<file path="config.mk">
export PLATFORM = sky130hd
export DESIGN_NAME = ex_mem_pipe_reg
export DESIGN_NICKNAME = d
export VERILOG_FILES = /design/src/rtl/ex_mem_pipe_reg.sv
export SDC_FILE = /design/constraint.sdc
export NUM_CORES = 1
export LEC_CHECK = 0
export CAP_MARGIN = 20
export CORE_MARGIN = 3
export CORE_UTILIZATION = 46
export DETAILED_ROUTE_END_ITERATION = 10
export GPL_ROUTABILITY_DRIVEN = 0
export GPL_TIMING_DRIVEN = 0
export PLACE_DENSITY = 0.85
export SKIP_CTS_REPAIR_TIMING = 1
export SLEW_MARGIN = 20
export SYNTH_ARGS = -nofsm -noshare
export SYNTH_HDL_FRONTEND = slang
export SYNTH_SLANG_ARGS = --single-unit
</file>
<file path="constraint.sdc">
create_clock -name clk -period 1.75 [get_ports clk]
set_clock_uncertainty 0.05 [all_clocks]
set_input_delay 0.2625 -clock clk [delete_from_list [all_inputs] [get_ports clk]]
set_output_delay 0.2625 -clock clk [all_outputs]
set_load 0.01 [all_outputs]
</file>
<file path="src/rtl/ex_mem_pipe_reg.sv">
// EX/MEM pipeline register: valid/ready handshake, flush, and a one-entry skid buffer.
// Optional EX_MEM_STALL_CNT_EN adds a saturating MEM-stall cycle counter (stall_cnt).
module ex_mem_pipe_reg #(
  parameter int SIZE      = 32,
  parameter int ADDR_SIZE = 5,
  parameter int S_WB      = 2,
  parameter int S_M       = 3
) (
  input  logic                 clk,
  input  logic                 rst_n,
  input  logic                 in_valid,
  output logic                 in_ready,
  input  logic                 flush,
  input  logic [S_WB-1:0]      WB,
  input  logic [S_M-1:0]       M,
  input  logic [SIZE-1:0]      data_in,
  input  logic [SIZE-1:0]      data_in2,
  input  logic [ADDR_SIZE-1:0] AWriteMem_in,
  input  logic [ADDR_SIZE-1:0] AWriteReg_in,
  output logic                 out_valid,
  input  logic                 out_ready,
  output logic [S_WB-1:0]      WB_out,
  output logic [S_M-1:0]       M_out,
  output logic [SIZE-1:0]      data_out,
  output logic [SIZE-1:0]      data_out2,
  output logic [ADDR_SIZE-1:0] AWriteMem,
  output logic [ADDR_SIZE-1:0] AWriteReg
`ifdef EX_MEM_STALL_CNT_EN
  ,
  output logic [31:0]          stall_cnt
`endif
);

  typedef struct packed {
    logic [S_WB-1:0]      wb;
    logic [S_M-1:0]       m;
    logic [SIZE-1:0]      data;
    logic [SIZE-1:0]      data2;
    logic [ADDR_SIZE-1:0] amem;
    logic [ADDR_SIZE-1:0] areg;
  } entry_t;

  entry_t ent_p0;
  entry_t main_p1;
  entry_t skid_p1;
  logic   vld_p1;
  logic   skid_vld_p1;
  logic   accept;
  logic   consume;

  assign ent_p0 = '{wb: WB, m: M, data: data_in, data2: data_in2,
                    amem: AWriteMem_in, areg: AWriteReg_in};

  // in_ready comes straight from a flop, so it never sees out_ready combinationally.
  assign in_ready = ~skid_vld_p1;
  assign accept   = in_valid & in_ready;
  assign consume  = vld_p1 & out_ready;

  // ---- stage p0 -> p1: main/skid entry update ----
  always_ff @(posedge clk or negedge rst_n) begin
    if (!rst_n) begin
      vld_p1      <= 1'b0;
      skid_vld_p1 <= 1'b0;
      main_p1     <= '0;
      skid_p1     <= '0;
    end else if (flush) begin
      vld_p1      <= 1'b0;
      skid_vld_p1 <= 1'b0;
    end else if (skid_vld_p1 && consume) begin
      main_p1     <= skid_p1;
      vld_p1      <= 1'b1;
      skid_vld_p1 <= 1'b0;
    end else if (accept && (!vld_p1 || consume)) begin
      main_p1 <= ent_p0;
      vld_p1  <= 1'b1;
    end else if (accept) begin
      skid_p1     <= ent_p0;
      skid_vld_p1 <= 1'b1;
    end else if (consume) begin
      vld_p1 <= 1'b0;
    end
  end

  // Control fields of a bubble are zeroed so MEM/WB never act on stale bits.
  assign out_valid = vld_p1;
  assign WB_out    = main_p1.wb & {S_WB{vld_p1}};
  assign M_out     = main_p1.m & {S_M{vld_p1}};
  assign data_out  = main_p1.data;
  assign data_out2 = main_p1.data2;
  assign AWriteMem = main_p1.amem;
  assign AWriteReg = main_p1.areg;

`ifdef EX_MEM_STALL_CNT_EN
  function automatic logic [31:0] sat_inc(input logic [31:0] v);
    return (v == 32'hFFFF_FFFF) ? v : v + 32'd1;
  endfunction

  // ---- stall counter: not touched by flush ----
  always_ff @(posedge clk or negedge rst_n) begin
    if (!rst_n) begin
      stall_cnt <= '0;
    end else if (vld_p1 && !out_ready) begin
      stall_cnt <= sat_inc(stall_cnt);
    end
  end
`endif

endmodule

</file>
=== After elaboration in Yosys (flattened, before gate mapping) ===
Index checks and enable logic that the tools add are counted.

* $add $sub $neg: 0
* Multipliers: 0
* Div/mod/pow operators: 0
* Order comparisons: 0
* Equality and inequality tests: 2
* Shifts and indexed selects: 0
* Multiplexer cells: 11
* Bitwise logic cells: 8
* Reduce and logical (&&, ||, !) cells: 11

{| class="wikitable"
|+ Operators with widths
! kind !! number
|-
| two-way mux 79 bit || 2
|-
| two-way mux 1 bit || 9
|-
| AND reduction 2 bit || 3
|-
| != test 4 x 2 -> 1 bit (second input constant) || 1
|-
| NOT 1 bit || 4
|-
| AND reduction 4 bit || 1
|-
| nonzero test 4 bit || 1
|-
| bitwise AND 3 bit || 1
|-
| != test 3 bit (second input constant) || 1
|-
| nonzero test 3 bit || 1
|-
| bitwise AND 1 bit || 2
|-
| bitwise AND 2 bit || 1
|-
| logical AND 1 bit || 2
|-
| nonzero test 2 bit || 1
|-
| zero test 1 bit || 1
|-
| logical OR 1 bit || 1
|}

* Bits in registers: 160
* Bits in latches: 0
* Memory bits (writable): 0
* Memory bits (read-only): 0
* Input bits: 84
* Output and inout port bits: 81
* Memories: 0

=== Depth between registers and ports, before layout ===
Gate-level depths: netlist of run 1.

* Depth in word-level cells: 6
* Gate-level depth with buffers: 6
* Mapped depth without buffers: 3

=== Least setup slack after synthesis of run 1 ===
No wires, ideal clock.

* Path kind: reg-to-reg
* From: register skid_vld_p1
* To: register main_p1, in the netlist data_out2[15]
* Data arrival time: 1667 ps
* Data required time: 1575 ps
* Path slack: -91 ps
* Cell stages (with the launch flop): 6
* Buffers on the path: 2
* Period minus slack after synthesis: 1841 ps
* Cells stage by stage: dfrtp_1 -> nand2b_1 -> a221oi_4 -> buf_4 -> buf_6 -> mux2_2

* Cells in the longest elaborated chain, start to end: 5

{| class="wikitable"
|+ RTL lines
! what !! line !! source
|-
| start: declaration || 47 || <nowiki>logic skid_vld_p1;</nowiki>
|-
| start signal: assignment || 63 || <nowiki>skid_vld_p1 <= 1'b0;</nowiki>
|-
| start signal: assignment || 68 || <nowiki>skid_vld_p1 <= 1'b0;</nowiki>
|-
| start signal: assignment || 72 || <nowiki>skid_vld_p1 <= 1'b0;</nowiki>
|-
| NOT 1 bit || 55 || <nowiki>assign in_ready = ~skid_vld_p1;</nowiki>
|-
| bitwise AND 1 bit || 56 || <nowiki>assign accept = in_valid & in_ready;</nowiki>
|-
| logical AND 1 bit || 73 || <nowiki>end else if (accept && (!vld_p1 || consume)) begin</nowiki>
|-
| nonzero test 2 bit (no source line) || n/a ||
|-
| AND reduction 2 bit (no source line) || n/a ||
|-
| end signal: assignment || 70 || <nowiki>main_p1 <= skid_p1;</nowiki>
|-
| end signal: assignment || 74 || <nowiki>main_p1 <= ent_p0;</nowiki>
|-
| end: declaration || 44 || <nowiki>entry_t main_p1;</nowiki>
|}

Several ways; a longest one is shown, not always the timed one.
A chain may end at the register's enable or synchronous reset.

=== Worst setup path after layout of run 1 ===
* From: register skid_vld_p1
* To: register main_p1, in the netlist data_out2[27]

The elaborated chain is that of the path after synthesis.

==> results.cfg, run 1 <==
[cts]
cts_max_path_buffers = 2
path_clk_slew_ns = 0.06
cts_max_level = 4
cts_tree = built
numCtsBuffers = 17
clockRootBuffer = clkbuf_16
clock_latency_ns = 0.42
cts.sinks = 160

[die]
io_pins = 165
dieArea_um2 = 17900
die_h_um = 134
rows = 46
coreArea_um2 = 15900
initial_core_util_pct = 47.1
die_w_um = 134

[worst_setup_path]
r2r_cells = 6
worstSetupPathType = flip-flop to flip-flop
worstReg2RegEnd = data_out2[27]
r2r_slack_ns = -0.14
arrival_ns = 2.14
critPathMaxFanout = 8
r2r_start = skid_vld_p1
endpoint_kind = flip-flop
critPathLaunchType = flip-flop
critPathRequiredTime_ns = 2.00

[place]
pre_cts_ws_ns = -0.749
port_buffers = 164
place_hpwl_mm = 11.0

[timing]
fin_ws_ns = -0.145
worstMarginPinSlew_ns = 0.528
fin_worst_hold_slack_ns = 0.335
finalCritPeriodShare_pct = 108
period_needed_ns = 1.89
slew_viol_final = 0
tns_ns = -14.53
finalSetupViolations = 148
hold_viol_final = 0
rsz0062_at_grt = true
max_freq_mhz = 528
max_slew_margin_pct = 64.8

[grt]
grt_pass1_wl_mm = 25.6
grt_pass1_vias = 5107
antenna_found_initial = 0
grt.total_usage_pct = 18.0
grt.overflow.total = 0
grt_max_degree = 95

[flow_run]
max-cap-violations = 0

[yosys]
synth_top_family_by_area = multiplexers
syn_avg_cell_area_um2 = 14.7
yosys_warnings = 0
ys_seq_elements = 160
synth_nets = 596
synth-compound-area-share_pct = 0.650
synthTopCellsByArea = dfrtp_1, mux2_2, buf_4
syn_area_um2 = 7510
synth-xor-area-share_pct = 0
synth_top_area_cell = dfrtp_1
syn_inst = 512
synthSimpleGateAreaFrac_pct = 1.00
synth_cell_types = 18
synthAdderAreaFrac_pct = 0
synth_top_area_share_pct = 53.3
ys_seq_area_share_pct = 53.3
synthMuxAreaShare_pct = 35.6

[route]
drt-initial-drc-count = 126
remaining_drc_errors = 0
dr_total_vias = 4836
postRouteAntennaNets = 0
dr.pass1.iters = 4
vias_per_cell = 5.02
wl_per_cell_um = 19.9
routed_wl_mm = 19.2

[final_layout]
drive_gt1_share_pct = 55.3
nets = 821
post-route-util_pct = 73.0
num_antenna_cells = 0
synthToLayoutAreaGrowth_pct = 55.1

[power]
power.leakage_nw = 5.85
cellPowerDensity_nw_per_um2 = 1060
vdd_drop_max_mv = 0.609

[run_status]
violations = setup timing
status = finished with violations

[hold_path]
holdCritPathClass = input port to async pin
-- stage by stage --
step	instance area [um2]	total power, mW	cells
finish	11600	12.3	964
global route	11600	12.8	964
floorplan	7540	6.73	512
global placement	9450	7.96	892
detailed placement	9480	8.15	893
CTS	10000	11.6	923
-- registers in the layout, summed over array words and instances, names as in the netlist --
name and cells:
skid_p1 79, data_out2 32, data_out 32, AWriteMem 5
AWriteReg 5, main_p1 5, out_valid 1, skid_vld_p1 1
-- kinds of logic (layout without fill, tap and decap cells) --
kind of cell	after synthesis	after routing
flops	160	160
mux	237	237
buf+inv	101	337
compound gates	5	5
simple gates	9	9
-- cells in the mapped netlist --
master    count
buf_4        78
inv_1         1
o21ai_0       1
mux2_1       10
a211oi_1      1
nand2_1       1
inv_2         1
nand2b_1      1
clkbuf_1      6
and2_1        5
dfrtp_1     160
nor4b_4       1
a21oi_1       2
buf_2        12
buf_6         3
nand3_2       1
mux2_2      227
a221oi_4      1
-- metal layers --
layer  wire length [um]  share of wire, %  global-route usage, %  up-vias
met3                823               4.3                   4.98       25
li1                   -                 -                      -     2170
met4                321               1.7                   5.77        0
met5                  0                 0                      0        -
met1               8120                42                   22.1     2517
met2               9920                52                   30.9      124
-- worst max-delay path, cell delays in order, from the launching register on --
cell and delay [ns]:
dfrtp_2 0.46, nand2b_4 0.19, a221oi_4 0.29, buf_12 0.20, buf_12 0.14, buf_12 0.11
mux2_2 0.33
-- layout by cell type, fill, tap and decap left out, types with 2 or more instances in the layout --
master,instances
a21oi_1,2
and2_1,5
buf_12,12
buf_4,86
buf_6,12
buf_8,17
clkbuf_1,2
clkbuf_16,31
clkdlybuf4s50_1,90
clkinv_2,3
clkinvlp_4,5
dfrtp_1,158
dfrtp_2,2
dlymetal6s2s_1,72
mux2_2,92
mux2_4,145
-- final cells by class --
class,count,area [um2]
Buffer,99,928
Fill cell,969,4300
Multi-Input combinational cell,251,3350
Tap cell,216,270
Inverter,2,7.51
Clock inverter,10,91.3
Clock buffer,20,447
Timing Repair Buffer,206,2540
Sequential cell,160,4010
-- power breakdown --
part / internal (mW) / switching [mW] / total (mW)
Combinational: 2.59 / 1.10 / 3.69
Sequential: 4.61 / 0.545 / 5.16
Clock: 1.97 / 1.48 / 3.45
Total: 9.18 / 3.13 / 12.3
-- worst max path at each step --
stage / depth (start not counted) / slack [ns] / to / startpoint
finish: 6 / -0.14 / data_out2[27] / skid_vld_p1
global route: 6 / -0.20 / skid_p1[38] / skid_vld_p1
CTS: 4 / -0.45 / skid_p1[36] / skid_vld_p1
detailed placement: 5 / -0.75 / main_p1[76] / out_ready
global placement: 1 / -5.77 / skid_p1[22] / rst_n
floorplan: 5 / -0.02 / skid_p1[66] / skid_vld_p1
(Power assumes the default switching activity.)
==> run 2: changes to the inputs <==
Settings changed: CORE_ASPECT_RATIO set to 0.75.
==> run 2 against run 1 <==
Effect of this change:
- the run still ends with setup timing left
- non-clock buffer count grew 8
- first-iteration DRC count increased by 47%
- final area is 1.8% higher
- sequential share of layout area is 0.61 points lower
- worst hold slack gained 0.014 ns
- largest power group unchanged
==> results.cfg, run 2 (synthesis gave the netlist of run 1 again) <==
[timing]
slew_viol_final = 0
hold_viol_final = 0
worstMarginPinSlew_ns = 0.561
max_slew_margin_pct = 62.6
period_needed_ns = 1.96
finalCritPeriodShare_pct = 112
rsz0062_at_grt = true
max_freq_mhz = 510
fin_ws_ns = -0.211
finalSetupViolations = 140

[final_layout]
regMostFlops = skid_p1
synthToLayoutAreaGrowth_pct = 57.8
largest_register_ffs = 79
nets = 829
stdcell_count = 962
nFillCells = 903
drive_gt1_share_pct = 56.5
num_antenna_cells = 0
final_cell_mix = mux2_4, dfrtp_1, clkdlybuf4s50_1, buf_4, mux2_2
layout_commonest_cell = mux2_4

[worst_setup_path]
critPathLaunchType = flip-flop
critPathRequiredTime_ns = 2.00
endpoint_kind = flip-flop
worstSetupPathType = flip-flop to flip-flop
arrival_ns = 2.21
critPathMaxFanout = 7

[power]
p_total_mw = 12.6
vdd_drop_max_mv = 0.733
power.leakage_nw = 6.01
cellPowerDensity_nw_per_um2 = 1060

[die]
initial_core_util_pct = 48.1
coreArea_um2 = 15600
die_h_um = 117
dieArea_um2 = 17900
rows = 39
io_pins = 165
die_w_um = 154

[cts]
numCtsBuffers = 17
cts_max_path_buffers = 2
clock_latency_ns = 0.42
clockRootBuffer = clkbuf_16
cts.sinks = 160
cts_tree = built
cts_max_level = 4
path_clk_slew_ns = 0.06

[place]
port_buffers = 164
place_hpwl_mm = 11.3
placed_cells = 882

[route]
wl_per_cell_um = 20.2
dr.pass1.iters = 4
drt-initial-drc-count = 185
remaining_drc_errors = 0
routed_wl_mm = 19.4
postRouteAntennaNets = 0
dr_total_vias = 4851
vias_per_cell = 5.04

[flow_run]
max-cap-violations = 0

[run_status]
status = finished with violations
violations = setup timing

[hold_path]
holdCritPathClass = input port to async pin

[grt]
grt.total_usage_pct = 18.4
grt.overflow.total = 0
grt_pass1_vias = 5068
antenna_found_initial = 0
grt_max_degree = 89
grt_pass1_wl_mm = 26.0
-- run 2: cell count changes in the layout (fill, tap and decap cells not counted), moves of 2 or more --
cell,delta
clkdlybuf4s50_1,+6
clkbuf_2,+2
buf_8,-6
buf_12,+3
clkbuf_8,+3
mux2_2,-24
dlymetal6s2s_1,-10
buf_6,+12
clkinvlp_4,-3
mux2_4,+24
-- run 2: where the power goes --
group | switching (mW) | internal, mW
clock | 1.51 | 2.24
sequential | 0.552 | 4.61
combinational | 1.08 | 2.57
-- run 2: layout make-up --
cell class / instances / area, um2 / area share (%)
Clock inverter: 9 / 108 / 0.908
Buffer: 98 / 956 / 8.07
Sequential cell: 160 / 4010 / 33.8
Multi-Input combinational cell: 251 / 3440 / 29.1
Timing Repair Buffer: 215 / 2580 / 21.8
Tap cell: 205 / 256 / 2.17
Inverter: 2 / 7.51 / 0.0634
Clock buffer: 22 / 484 / 4.09
-- run 2: worst paths after layout --
check / from / to / slack (ns) / cells past startpoint
worst max-delay path: out_valid / data_out2[21] / -0.21 / 7
worst min-delay path: rst_n / skid_p1[4] / 0.35 / 2
worst max register to register: out_valid / data_out2[21] / -0.21 / 7
worst min register to register: skid_p1[45] / skid_p1[45] / 0.46 / 1
max in group asynchronous: rst_n / skid_p1[29] / 0.49 / 3
min in group clk: M[1] / skid_p1[75] / 0.43 / 2
-- run 2: critical path, stage by stage (launching register included) --
cell and delay, ns:
dfrtp_1 0.41, buf_6 0.14, buf_6 0.11, a221oi_4 0.32
buf_6 0.19, buf_12 0.14, clkbuf_16 0.14, mux2_2 0.34
-- run 2: through the flow --
step / area (um2) / TNS [ns] / worst slack [ns] / util (%) / hold slack, ns
after floorplan: 7540 / -0.169 / -0.0169 / - / -0.0831
final: 11800 / -12.31 / -0.211 / 75.9 / 0.349
after global placement: 9430 / -1033.73 / -5.82 / 60.4 / 0.414
after detailed placement: 9470 / -109.76 / -0.776 / 60.6 / 0.224
after CTS: 10100 / -58.53 / -0.498 / 64.4 / -0.233
after global routing: 11800 / -21.84 / -0.251 / 75.9 / 0.386
-- run 2: per-layer routing --
layer,up-vias,global-route usage (%),wire (um)
met5,-,0,0
met4,0,6.18,340
met3,29,5.30,1020
met2,134,30.9,9320
met1,2487,23.3,8730
li1,2201,-,-
==> RTL change: new RTL, flow settings as in run 2 <==
Build with the macro `EX_MEM_STALL_CNT_EN` defined.
--- a/src/rtl/ex_mem_pipe_reg.sv
+++ b/src/rtl/ex_mem_pipe_reg.sv
@@ -1,5 +1,7 @@
 // EX/MEM pipeline register: valid/ready handshake, flush, and a one-entry skid buffer.
 // Optional EX_MEM_STALL_CNT_EN adds a saturating MEM-stall cycle counter (stall_cnt).
+`define EX_MEM_STALL_CNT_EN
+
 module ex_mem_pipe_reg #(
   parameter int SIZE      = 32,
   parameter int ADDR_SIZE = 5,
Formal check against the unedited RTL (old outputs only; new: stall_cnt): same outputs for any inputs over 4 cycles, from zero or initial values and one cycle with rst_n low; that may be too few to reach the edited logic, so the function may still have changed.
==> RTL change against run 2 <==
- the run still ends with setup timing left
- worst hold slack worse by 0.21 ns
- total power increased by 5.2%
- routed wire length up 22%
- combinational power fell by 10%
- count of clock-buffer cells in the layout down 4
- design area is 8.4% higher
- non-clock buffer count rose by 48
- worst setup slack gained 0.026 ns
- synthesized area grew 19%
- sequential cell count grew 32
==> RTL change: results (changes against run 2) <==
synthesized net count=838 (+41%); failing checks=setup timing; estimated wirelength of the detail-placed design=14800 um (+31%); asr flop ratio synth=100% (unchanged); status=complete, but fails checks; placed cell count=1197 (+36%); fin cells=1279 (+33%); Layout Nets=1104 (+33%); setup_tns=-2.59 ns (+9.73 ns); Place WS=-1.04 ns (-0.261 ns); worst slew pin tran=0.733 ns (+0.173 ns); overall routing resource usage=20.3% (+1.8 points); # port buffers=196 (+20%); Peak VDD IR=0.749 mV (+2.2%); largest net degree at the start of global routing=98 (+10%); worst skew pair latency=0.43 ns; fin worst setup slack=-0.185 ns (+0.0260 ns); via count of the first global-routing pass=6501 (+28%); vias per cell=5.27 (+4.5%); Initial DRC Count=449 (+140%); FF-to-FF End=stall_cnt[31]; library cells used by synthesis=36 (+18); first-pass GRT wire length=34200 um (+32%); layout cell share with drive strength beyond 1=31.4% (-25 points); R2R Path Start=stall_cnt[0]; crit path max fanout=5 (-2); Final setup viols=36 (-74%); Power Internal=9.64 mW (+2.3%); fillers=1300 (+44%); Pre-antenna DRT Iters=8 (+4); worst-path cell with the longest stage delay=dfrtp_2; worst min path class=primary input to flip-flop; Commonest cells post-synth=dfrtp_1, a21oi_1, nor2_1, mux2_2; leakage power=6.85 nW (+14%); Seq/Total Area, Yosys=53.8% (+0.47 points); Post-Synthesis Cells=753 (+47%)
==> RTL change: cell type report <==
type	count	share of cell area, %
timing repair buffer	249	20.9
clock inverter	14	1.38
buffer	112	7.38
clock buffer	18	3.34
tap	247	2.41
inverter	3	0.0877
sequential	192	37.6
multi-input combinational	444	26.9
==> RTL change: cells by family after synthesis <==
kind of cell | after synthesis | synth area share (%)
and+or+nand+nor | 165 | 9.98
muxes | 160 | 19.1
xor gates and xnor gates | 28 | 2.75
AOI/OAI and AO/OA | 90 | 5.35
DFF | 192 | 53.8
buffers and inverters | 117 | 8.86
adders and majority gates | 1 | 0.140
==> RTL change: worst max-delay path by stage <==
| stage | start | end | slack, ns | cells after the start |
|---|---|---|---|---|
| global route | stall_cnt[6] | stall_cnt[31] | -0.26 | 6 |
| global placement | rst_n | stall_cnt[0] | -8.34 | 1 |
| floorplan | stall_cnt[0] | stall_cnt[1] | -0.06 | 7 |
| CTS | out_valid | skid_p1[71] | -0.70 | 5 |
| detailed placement | out_ready | skid_p1[71] | -1.04 | 7 |
| finish | stall_cnt[0] | stall_cnt[31] | -0.18 | 6 |
==> RTL change: power by group through the flow <==
stage	clock (mW)	sequential (mW)	combinational, mW
finish	4.06	5.88	3.28
CTS	4.12	5.88	3.09
global placement	0	5.91	2.99
detailed placement	0	5.96	3.07
floorplan	0	5.84	1.71
global route	4.33	5.97	3.54
==> RTL change: layer usage <==
metal  track usage, %  wire (um)  part of all wire, %  vias up
li1                 -          -                    -     3076
met1             28.0      10300                   43     3438
met2             31.9      11700                   49      204
met3             5.92       1500                  6.3       19
met4             4.75        218                 0.92        0
met5                0          0                    0        -
==> RTL change: metrics by stage <==
stage	hold WS, ns	instance area (um2)
2_1_floorplan	-0.0831	8950
4_1_cts	-0.181	11900
3_3_place_gp	0.428	11200
5_1_grt	0.140	12800
6_report	0.141	12800
3_5_place_dp	0.283	11300
==> RTL change: worst max-delay path: cells and delay by family, from the launching register on <==
kind	cells	cell delay, ns
and+or+nand+nor	4	0.92
buffers and inverters	1	0.12
DFF	1	0.41
muxes	1	0.31
